$ cat src/rtl/snoop_pkg.sv
// Shared definitions for the MSI snooping controller: line states, bus
// messages, receptor FSM encodings and the emitter's local op codes.
package snoop_pkg;

  // MSI line states; encoding 2'b11 is illegal and read as Invalid
  localparam logic [1:0] ST_I = 2'b00;
  localparam logic [1:0] ST_S = 2'b01;
  localparam logic [1:0] ST_M = 2'b10;

  // Bus messages seen on the snoop side
  localparam logic [1:0] BUS_NONE = 2'b00;
  localparam logic [1:0] BUS_RM   = 2'b01;
  localparam logic [1:0] BUS_WM   = 2'b10;
  localparam logic [1:0] BUS_INV  = 2'b11;

  // Receptor FSM
  typedef enum logic [1:0] {
    IDLE      = 2'b00,
    LOOKUP    = 2'b01,
    WRITEBACK = 2'b10,
    UPDATE    = 2'b11
  } fsm_e;

  // Local processor ops, shared with the emitter
  typedef enum logic [1:0] {
    RM = 2'b00,
    RH = 2'b01,
    WM = 2'b10,
    WH = 2'b11
  } local_op_e;

  // Fold the illegal encoding onto Invalid
  function automatic logic [1:0] norm_state(input logic [1:0] s);
    return (s == 2'b11) ? ST_I : s;
  endfunction

endpackage

$ cat src/rtl/snoop_next_state.sv
// Combinational MSI transition for a snooped line:
// (line state, bus message, hit) -> (next state, abort, write-back).
module snoop_next_state
  import snoop_pkg::*;
(
  input  logic [1:0] i_LineState,
  input  logic [1:0] i_Message,
  input  logic       i_Hit,
  output logic [1:0] o_NextState,
  output logic       o_Abort,
  output logic       o_WriteBack
);

  logic [1:0] w_State;
  assign w_State = norm_state(i_LineState);

  // Misses and Invalid lines keep their state; only hits can move
  always_comb begin
    o_NextState = w_State;
    o_Abort     = 1'b0;
    o_WriteBack = 1'b0;
    if (i_Hit) begin
      if (w_State == ST_M) begin
        // Dirty copy: remote must retry after we flush it
        o_Abort     = 1'b1;
        o_WriteBack = 1'b1;
        o_NextState = (i_Message == BUS_RM) ? ST_S : ST_I;
      end else if (w_State == ST_S) begin
        if (i_Message == BUS_WM || i_Message == BUS_INV)
          o_NextState = ST_I;
      end
    end
  end

endmodule

$ cat src/rtl/snoop_receptor.sv
// Snoop-side receiver of the MSI controller. Accepts bus messages, looks
// up a direct-mapped line-state table and commits the MSI transition,
// flushing Modified lines through a write-back handshake first.
// Optional: define SNOOP_STATS_EN to add hit / write-back counters.
module snoop_receptor
  import snoop_pkg::*;
#(
  parameter int ADDR_W  = 8,
  parameter int INDEX_W = 2
) (
  input  logic              i_Clock,
  input  logic              i_Reset,
  input  logic              i_BusValid,
  input  logic [1:0]        i_BusMessage,
  input  logic [ADDR_W-1:0] i_BusAddress,
  output logic              o_BusReady,
  output logic              o_Abort,
  output logic              o_WriteBack,
  output logic [ADDR_W-1:0] o_WbAddress,
  input  logic              i_WbDone,
  output logic              o_Done,
`ifdef SNOOP_STATS_EN
  output logic [15:0]       o_SnoopHits,
  output logic [15:0]       o_WriteBacks,
`endif
  input  logic              i_LocalWe,
  input  logic [ADDR_W-1:0] i_LocalAddress,
  input  logic [1:0]        i_LocalState,
  output logic              o_LocalReady
);

  localparam int LINES = 1 << INDEX_W;
  localparam int TAG_W = ADDR_W - INDEX_W;

  fsm_e              r_Fsm;
  logic [1:0]        r_Msg;
  logic [ADDR_W-1:0] r_Addr;
  logic [1:0]        r_NewState;
  logic              r_Hit;
  logic              r_WriteBack;
  logic [ADDR_W-1:0] r_WbAddress;
  logic              r_Done;

  logic [TAG_W-1:0]  r_Tag   [LINES];
  logic [1:0]        r_State [LINES];

  logic [INDEX_W-1:0] w_Idx;
  logic [TAG_W-1:0]   w_Tag;
  logic [1:0]         w_LineState;
  logic               w_Hit;
  logic [1:0]         w_NextState;
  logic               w_NsAbort;
  logic               w_NsWriteBack;
  logic               w_BusAccept;
  logic               w_LocalAccept;
  logic [INDEX_W-1:0] w_LocalIdx;
  logic [TAG_W-1:0]   w_LocalTag;

  assign w_Idx       = r_Addr[INDEX_W-1:0];
  assign w_Tag       = r_Addr[ADDR_W-1:INDEX_W];
  assign w_LineState = norm_state(r_State[w_Idx]);
  assign w_Hit       = (r_Tag[w_Idx] == w_Tag) && (w_LineState != ST_I);

  assign w_LocalIdx  = i_LocalAddress[INDEX_W-1:0];
  assign w_LocalTag  = i_LocalAddress[ADDR_W-1:INDEX_W];

  snoop_next_state u_next (
    .i_LineState (w_LineState),
    .i_Message   (r_Msg),
    .i_Hit       (w_Hit),
    .o_NextState (w_NextState),
    .o_Abort     (w_NsAbort),
    .o_WriteBack (w_NsWriteBack)
  );

  // Message 00 is never handshaken; snoops beat local writes in IDLE
  assign w_BusAccept   = (r_Fsm == IDLE) && i_BusValid && (i_BusMessage != BUS_NONE);
  assign o_BusReady    = (r_Fsm == IDLE);
  assign o_LocalReady  = (r_Fsm == IDLE) && !i_BusValid;
  assign w_LocalAccept = o_LocalReady && i_LocalWe;

  // Abort must land in the lookup cycle itself, so it is decoded from the
  // lookup rather than registered a cycle late.
  assign o_Abort     = (r_Fsm == LOOKUP) && w_NsAbort;
  assign o_WriteBack = r_WriteBack;
  assign o_WbAddress = r_WbAddress;
  assign o_Done      = r_Done;

  // Snoop FSM: latch, look up, optionally flush, commit
  always_ff @(posedge i_Clock) begin
    if (i_Reset) begin
      r_Fsm       <= IDLE;
      r_Msg       <= BUS_NONE;
      r_Addr      <= '0;
      r_NewState  <= ST_I;
      r_Hit       <= 1'b0;
      r_WriteBack <= 1'b0;
      r_WbAddress <= '0;
      r_Done      <= 1'b0;
    end else begin
      r_Done <= 1'b0;
      case (r_Fsm)
        IDLE: begin
          if (w_BusAccept) begin
            r_Msg  <= i_BusMessage;
            r_Addr <= i_BusAddress;
            r_Fsm  <= LOOKUP;
          end
        end
        LOOKUP: begin
          r_NewState <= w_NextState;
          r_Hit      <= w_Hit;
          if (w_NsWriteBack) begin
            r_WriteBack <= 1'b1;
            r_WbAddress <= r_Addr;
            r_Fsm       <= WRITEBACK;
          end else begin
            r_Done <= 1'b1;
            r_Fsm  <= UPDATE;
          end
        end
        WRITEBACK: begin
          if (i_WbDone) begin
            r_WriteBack <= 1'b0;
            r_Done      <= 1'b1;
            r_Fsm       <= UPDATE;
          end
        end
        UPDATE: begin
          r_Fsm <= IDLE;
        end
        default: r_Fsm <= IDLE;
      endcase
    end
  end

  // Line table: snoop commits in UPDATE, local writes only in IDLE,
  // so the two writers never collide.
  always_ff @(posedge i_Clock) begin
    if (i_Reset) begin
      for (int k = 0; k < LINES; k++) begin
        r_Tag[k]   <= '0;
        r_State[k] <= ST_I;
      end
    end else if ((r_Fsm == UPDATE) && r_Hit) begin
      r_State[w_Idx] <= r_NewState;
    end else if (w_LocalAccept) begin
      r_Tag[w_LocalIdx]   <= w_LocalTag;
      r_State[w_LocalIdx] <= i_LocalState;
    end
  end

`ifdef SNOOP_STATS_EN
  logic [15:0] r_SnoopHits;
  logic [15:0] r_WriteBacks;

  // Saturating statistics counters
  always_ff @(posedge i_Clock) begin
    if (i_Reset) begin
      r_SnoopHits  <= '0;
      r_WriteBacks <= '0;
    end else begin
      if ((r_Fsm == UPDATE) && r_Hit && (r_SnoopHits != 16'hFFFF))
        r_SnoopHits <= r_SnoopHits + 16'd1;
      if ((r_Fsm == WRITEBACK) && i_WbDone && (r_WriteBacks != 16'hFFFF))
        r_WriteBacks <= r_WriteBacks + 16'd1;
    end
  end

  assign o_SnoopHits  = r_SnoopHits;
  assign o_WriteBacks = r_WriteBacks;
`endif

endmodule
$ cat config.mk
export PLATFORM = sky130hd
export DESIGN_NAME = snoop_receptor
export DESIGN_NICKNAME = d
export VERILOG_FILES = /design/src/rtl/snoop_pkg.sv /design/src/rtl/snoop_next_state.sv /design/src/rtl/snoop_receptor.sv
export SDC_FILE = /design/constraint.sdc
export NUM_CORES = 1
export LEC_CHECK = 0
export CORE_MARGIN = 2
export CORE_UTILIZATION = 55
export DETAILED_ROUTE_END_ITERATION = 10
export PLACE_DENSITY = 0.84
export SLEW_MARGIN = 20
export SYNTH_ARGS = -nofsm -noshare
export SYNTH_HDL_FRONTEND = slang
export SYNTH_SLANG_ARGS = --single-unit
$ cat constraint.sdc
create_clock -name i_Clock -period 3.4 [get_ports i_Clock]
set_input_delay 0.34 -clock i_Clock [delete_from_list [all_inputs] [get_ports i_Clock]]
set_output_delay 0.34 -clock i_Clock [all_outputs]
set_load 0.02 [all_outputs]
# Word-level counts from Yosys, hierarchy flattened
# Memory sizes are Yosys's and may differ from the RTL's. A register that Yosys moved wholly into a read port is not among the register bits.
# Index checks and enable logic that the tools add are counted.
word_totals:
  regBits: 25
  output_inout_bits: 13
  mem_count: 2
  elab_cells: 85
  ram_bits: 32
op_classes:
  eq_ne: 14
  n_mux: 41
  n_reduce_logical: 20
mem_list:
  columns: ["memory", "depth", "width", "rd", "rd_ports_with_merged_regs", "wr", "line_no", "text"]
  rows:
  - ["r_Tag", 4, 6, 1, 1, 4, "snoop_receptor.sv:44", "logic [TAG_W-1:0] r_Tag [LINES];"]
  - ["r_State", 4, 2, 1, 1, 4, "snoop_receptor.sv:45", "logic [1:0] r_State [LINES];"]
op_table:
  columns: ["op", "count"]
  rows:
  - ["$mux 2", 17]
  - ["$mux 1", 20]
  - ["$eq 2x2->1 const B", 7]
  - ["$pmux 2 s4", 1]
  - ["$logic_and 1x1->1", 7]
  - ["$eq 2x1->1 const B", 3]
  - ["$eq 6x6->1", 1]
  - ["$mux 6", 1]
  - ["$reduce_and 2->1", 3]
  - ["$reduce_bool 2->1", 3]
  - ["$reduce_or 6->1", 1]
  - ["$ne 2x2->1 const B", 2]
  - ["$pmux 1 s2", 2]
  - ["$reduce_or 2->1", 2]
  - ["$reduce_and 3->1", 1]
  - ["$logic_not 2->1", 1]
  - ["$ne 2x1->1 const B", 1]
  - ["$logic_not 1->1", 1]
  - ["$logic_or 1x1->1", 1]

# Depth between registers and ports, before layout
depth:
  depth_word: 9
  ltp_mapped: 10
  depth_no_buf: 8

# Modules after synthesis
# Synthesis repeated with hierarchy kept, for this count alone.
hier_totals:
  cells_unflattened: 253
  area_unflattened_um2: 2829.0
by_module_without_submodules:
  columns: ["module", "seq_area_each_um2", "area_per_inst_um2", "cells_per_inst", "instances"]
  rows:
  - ["snoop_receptor", 1501.4, 2783.9, 246, 1]
  - ["snoop_next_state", 0.0, 45.0, 7, 1]

# Least setup slack after synthesis
# Ideal clock, no wire load.
synth_timing:
  kind: "register to output"
  from: "register (tool-made name)"
  to: "output o_Abort"
  arrival_time_ns: 2.584
  setup_slack_ns: 0.476
  n_path_buf: 1
  stages_incl_launch_ff: 9
  path_cell_list: "dfxtp_1 -> buf_6 -> mux4_2 -> inv_1 -> ha_1 -> or3b_1 -> mux2i_1 -> o21ai_1 -> nor3_1"
synth_rtl:
  columns: ["element", "line_no", "text"]
  rows:
  - ["to (decl)", "snoop_receptor.sv:17", "output logic o_Abort,"]

==> impl_metrics.env <==
export IMPL_syn2layout_area_growth_pct=23.2
export IMPL_ctsHtreeMaxLevel=3
export IMPL_synth_seq_area_share_pct=52.1
export IMPL_cts_root_buffer_cell="clkbuf_8"
export IMPL_worst_r2r_path_depth=9
export IMPL_power_density_mw_per_mm2=604
export IMPL_cellLeakagePower_nw=1.34
export IMPL_dieHeight_um=76.4
export IMPL_synth_warnings=0
export IMPL_num_nets_final=331
export IMPL_rrSetupSlack_ns=0.69
export IMPL_die_x_um=76.4
export IMPL_status="finished clean"
export IMPL_setup_viol=0
export IMPL_grt_overflow_total=0
export IMPL_synth_ff_type="edfxtp_1"
export IMPL_synth_area_leader_cell="edfxtp_1"
export IMPL_postCtsSetupBuffers=0
export IMPL_critPathMaxFanout=4
export IMPL_design_die_area_sq_mm=0.00584
export IMPL_report_final_slew_viol_count=0
export IMPL_synth_seq_cells=59
export IMPL_irDropWorstVdd_v=0.000424
export IMPL_hp_start="r_Msg[1]"
export IMPL_drt_vias_per_instance=5.69
export IMPL_cts_sink_count=59
export IMPL_netlist_area_leader_share_pct=33.3
export IMPL_worst_slew_margin_rel_pct=59.4
export IMPL_core_area_sq_mm=0.00507
export IMPL_routed_wirelength_mm=6.18
export IMPL_cts_hold_buffers=0
export IMPL_synth_distinct_cells=41
export IMPL_drv_cap=0
export IMPL_min_to="r_Msg[1]"
export IMPL_ctsLongestPathBuffers=2
export IMPL_route_detailed_wl_per_inst_um=16.6
export IMPL_cts_tree="done"
export IMPL_routed_via_count=2124
export IMPL_drtIter0Drc=95
export IMPL_detail_route_first_pass_iterations=4
export IMPL_rsz0062_at_grt="false"
export IMPL_path_class="flip-flop to primary output"
export IMPL_synth_avg_cell_area_sq_um=11.3
export IMPL_synth_edff_count=32
export IMPL_number_of_antenna_violations_at_the_first_check_in_global_routing=0
export IMPL_holdWs_ns=0.476
export IMPL_worst_hold_path_num_cells=2
export IMPL_min_period_over_period_pct=91.5
export IMPL_port_buffer_count=37
export IMPL_clkLatencyLatePin_ns=0.35
export IMPL_detailedPlacementHpwl_mm=4.26
export IMPL_finClkSkew_ns=0.0176
export IMPL_cell_area_after_layout_sq_mm=0.00355
export IMPL_r2r_end="o_WriteBack"
export IMPL_endpoint_kind="primary output"
export IMPL_finalWorstPathRequiredPeriod_ns=3.11
export IMPL_fmaxAchievable_mhz=321
export IMPL_gpl_final_weighted_congestion=0.834
export IMPL_initial_utilization_pct=56.8
export IMPL_synthArstFlopShare_pct=0
export IMPL_ioPinCount=38
export IMPL_drive_gt1_share_pct=14.5
export IMPL_placement_rows=26
export IMPL_num_antenna_cells=0
export IMPL_cts_made_buffers=9
export IMPL_grt_pass1_vias=2154
export IMPL_post_dp_cell_area_sq_mm=0.00333
export IMPL_ys_top_cells_by_area="edfxtp_1 33%, dfxtp_1 19%, mux4_2 4.7%, mux2i_1 4.5%, and2_1 4.3%"
export IMPL_mappedNetlistNets=287
export IMPL_worst_slew_pin_slew_ns=0.607
export IMPL_drcViolationCount=0
export IMPL_ant_nets=0
export IMPL_tns_ns=0
export IMPL_cells_after_synth=254
export IMPL_cts_clk_slew_worst_paths_ns=0.07
export IMPL_hold_path_class="flip-flop to flip-flop"
export IMPL_track_usage_pct=23.2
export IMPL_synth_area_sq_mm=0.00288
export IMPL_worst_ep_arrival_time_ns=2.77
export IMPL_worst_ep_required_ns=3.06
export IMPL_grt_first_pass_wirelength_mm=10.4
export IMPL_critical_path_startpoint_type="flip-flop"
export IMPL_report_final_hold_viol_count=0
export IMPL_grt_max_degree=33
[cell type report]
type,instances,area [sq um]
repair buffers,46,433
flip-flops and latches,59,1500
inverters,11,41.3
multi-input cells,171,1270
clock buffers,10,149
well taps,70,87.6
clock inverters,6,70.1
fillers,379,1520
[cell families (layout without fill, tap and decap cells)]
| group | count (synthesis) | after routing | synth area share [%] |
|---|---|---|---|
| buffers and inverters | 24 | 73 | 4.04 |
| AND/OR/NAND/NOR | 93 | 93 | 17.9 |
| XOR/XNOR | 5 | 5 | 2.56 |
| flip-flops | 59 | 59 | 52.1 |
| AO/OA/AOI/OAI | 44 | 44 | 9.46 |
| adder cells (fa/ha/maj) | 8 | 8 | 3.47 |
| multiplexers | 21 | 21 | 10.5 |
[cells in the mapped netlist, types with 4 or more instances]
cell	n
nand2b_1	4
nor3_1	5
xnor2_2	4
nor2_1	17
nand3_1	5
a21oi_1	15
and2_1	20
inv_1	11
dfxtp_1	27
mux2i_1	13
and3_1	8
o211ai_1	4
o21ai_1	9
clkbuf_1	4
nand4_1	11
ha_1	8
nand2_1	10
edfxtp_1	32
o32ai_1	4
mux4_2	6
[power breakdown]
group / internal [mW] / leakage, nW / total [mW] / switching, mW
registers: 0.821 / 0.551 / 0.873 / 0.0516
clock network: 0.388 / 0.109 / 0.693 / 0.305
logic: 0.257 / 0.682 / 0.580 / 0.323
total: 1.47 / 1.34 / 2.15 / 0.679
[worst max-delay path, stage by stage (launching register included)]
cell and delay (ns):
dfxtp_1 0.40, mux4_2 0.55, inv_1 0.08, ha_1 0.25, or3b_1 0.38, mux2i_2 0.21, o21ai_1 0.13, nor3_1 0.22
clkbuf_2 0.21
[worst max path at each step]
stage	startpoint	end	slack (ns)
2_1_floorplan	flip-flop	o_Abort	0.48
3_3_place_gp	flip-flop	o_Abort	0.25
3_5_place_dp	flip-flop	o_Abort	0.21
4_1_cts	flip-flop	o_Abort	0.12
5_1_grt	flip-flop	o_Abort	0.15
6_report	flip-flop	o_Abort	0.29
[per-stage QoR]
| stage | util, % | cells | total power, mW | setup WS [ns] |
|---|---|---|---|---|
| after global placement | 65.7 | 357 | 1.44 | 0.248 |
| after floorplan | - | 254 | 1.30 | 0.476 |
| after CTS | 70.0 | 373 | 2.15 | 0.118 |
| after global routing | 70.0 | 373 | 2.26 | 0.146 |
| after detailed placement | 65.7 | 357 | 1.46 | 0.213 |
| final | 70.0 | 373 | 2.15 | 0.289 |
[cells in the final DEF (no fill, tap or decap), types with 5 or more instances in the layout]
cell / netlist / final
buf_4: 0 / 9
nor2_1: 17 / 17
nand4_1: 11 / 11
dfxtp_1: 27 / 27
a21oi_1: 15 / 15
clkbuf_8: 0 / 9
edfxtp_1: 32 / 32
ha_1: 8 / 8
and2_1: 20 / 20
nand2_1: 10 / 10
nand3_1: 5 / 5
clkdlybuf4s50_1: 0 / 36
mux2i_1: 13 / 12
mux4_2: 6 / 6
nor3_1: 5 / 5
o21ai_1: 9 / 9
inv_1: 11 / 11
and3_1: 8 / 8
[sequential cells by signal (all words and copies together), names as in the netlist, named ones only]
register,cells
o_WbAddress,8
o_Done,1
r_Fsm,2
o_WriteBack,1
r_State,8
r_NewState,2
r_Addr,8
r_Msg,2
r_Tag,24
r_Hit,1
[metal layers]
layer	GRT usage, %	share of wire (%)	vias to the layer above	routed length (um)
met5	0	0	-	0
met4	10.9	1.6	0	100
met3	6.40	5.8	8	357
met2	38.2	50	63	3090
met1	28.3	43	1030	2630
li1	-	-	1023	-
[repair_timing]
item                                    in CTS  in global routing
pin swaps                                    0                  0
gates resized for setup                      1                  4
endpoints found under the setup margin       1                  1
No activity file was read; power rests on OpenSTA's default activity.
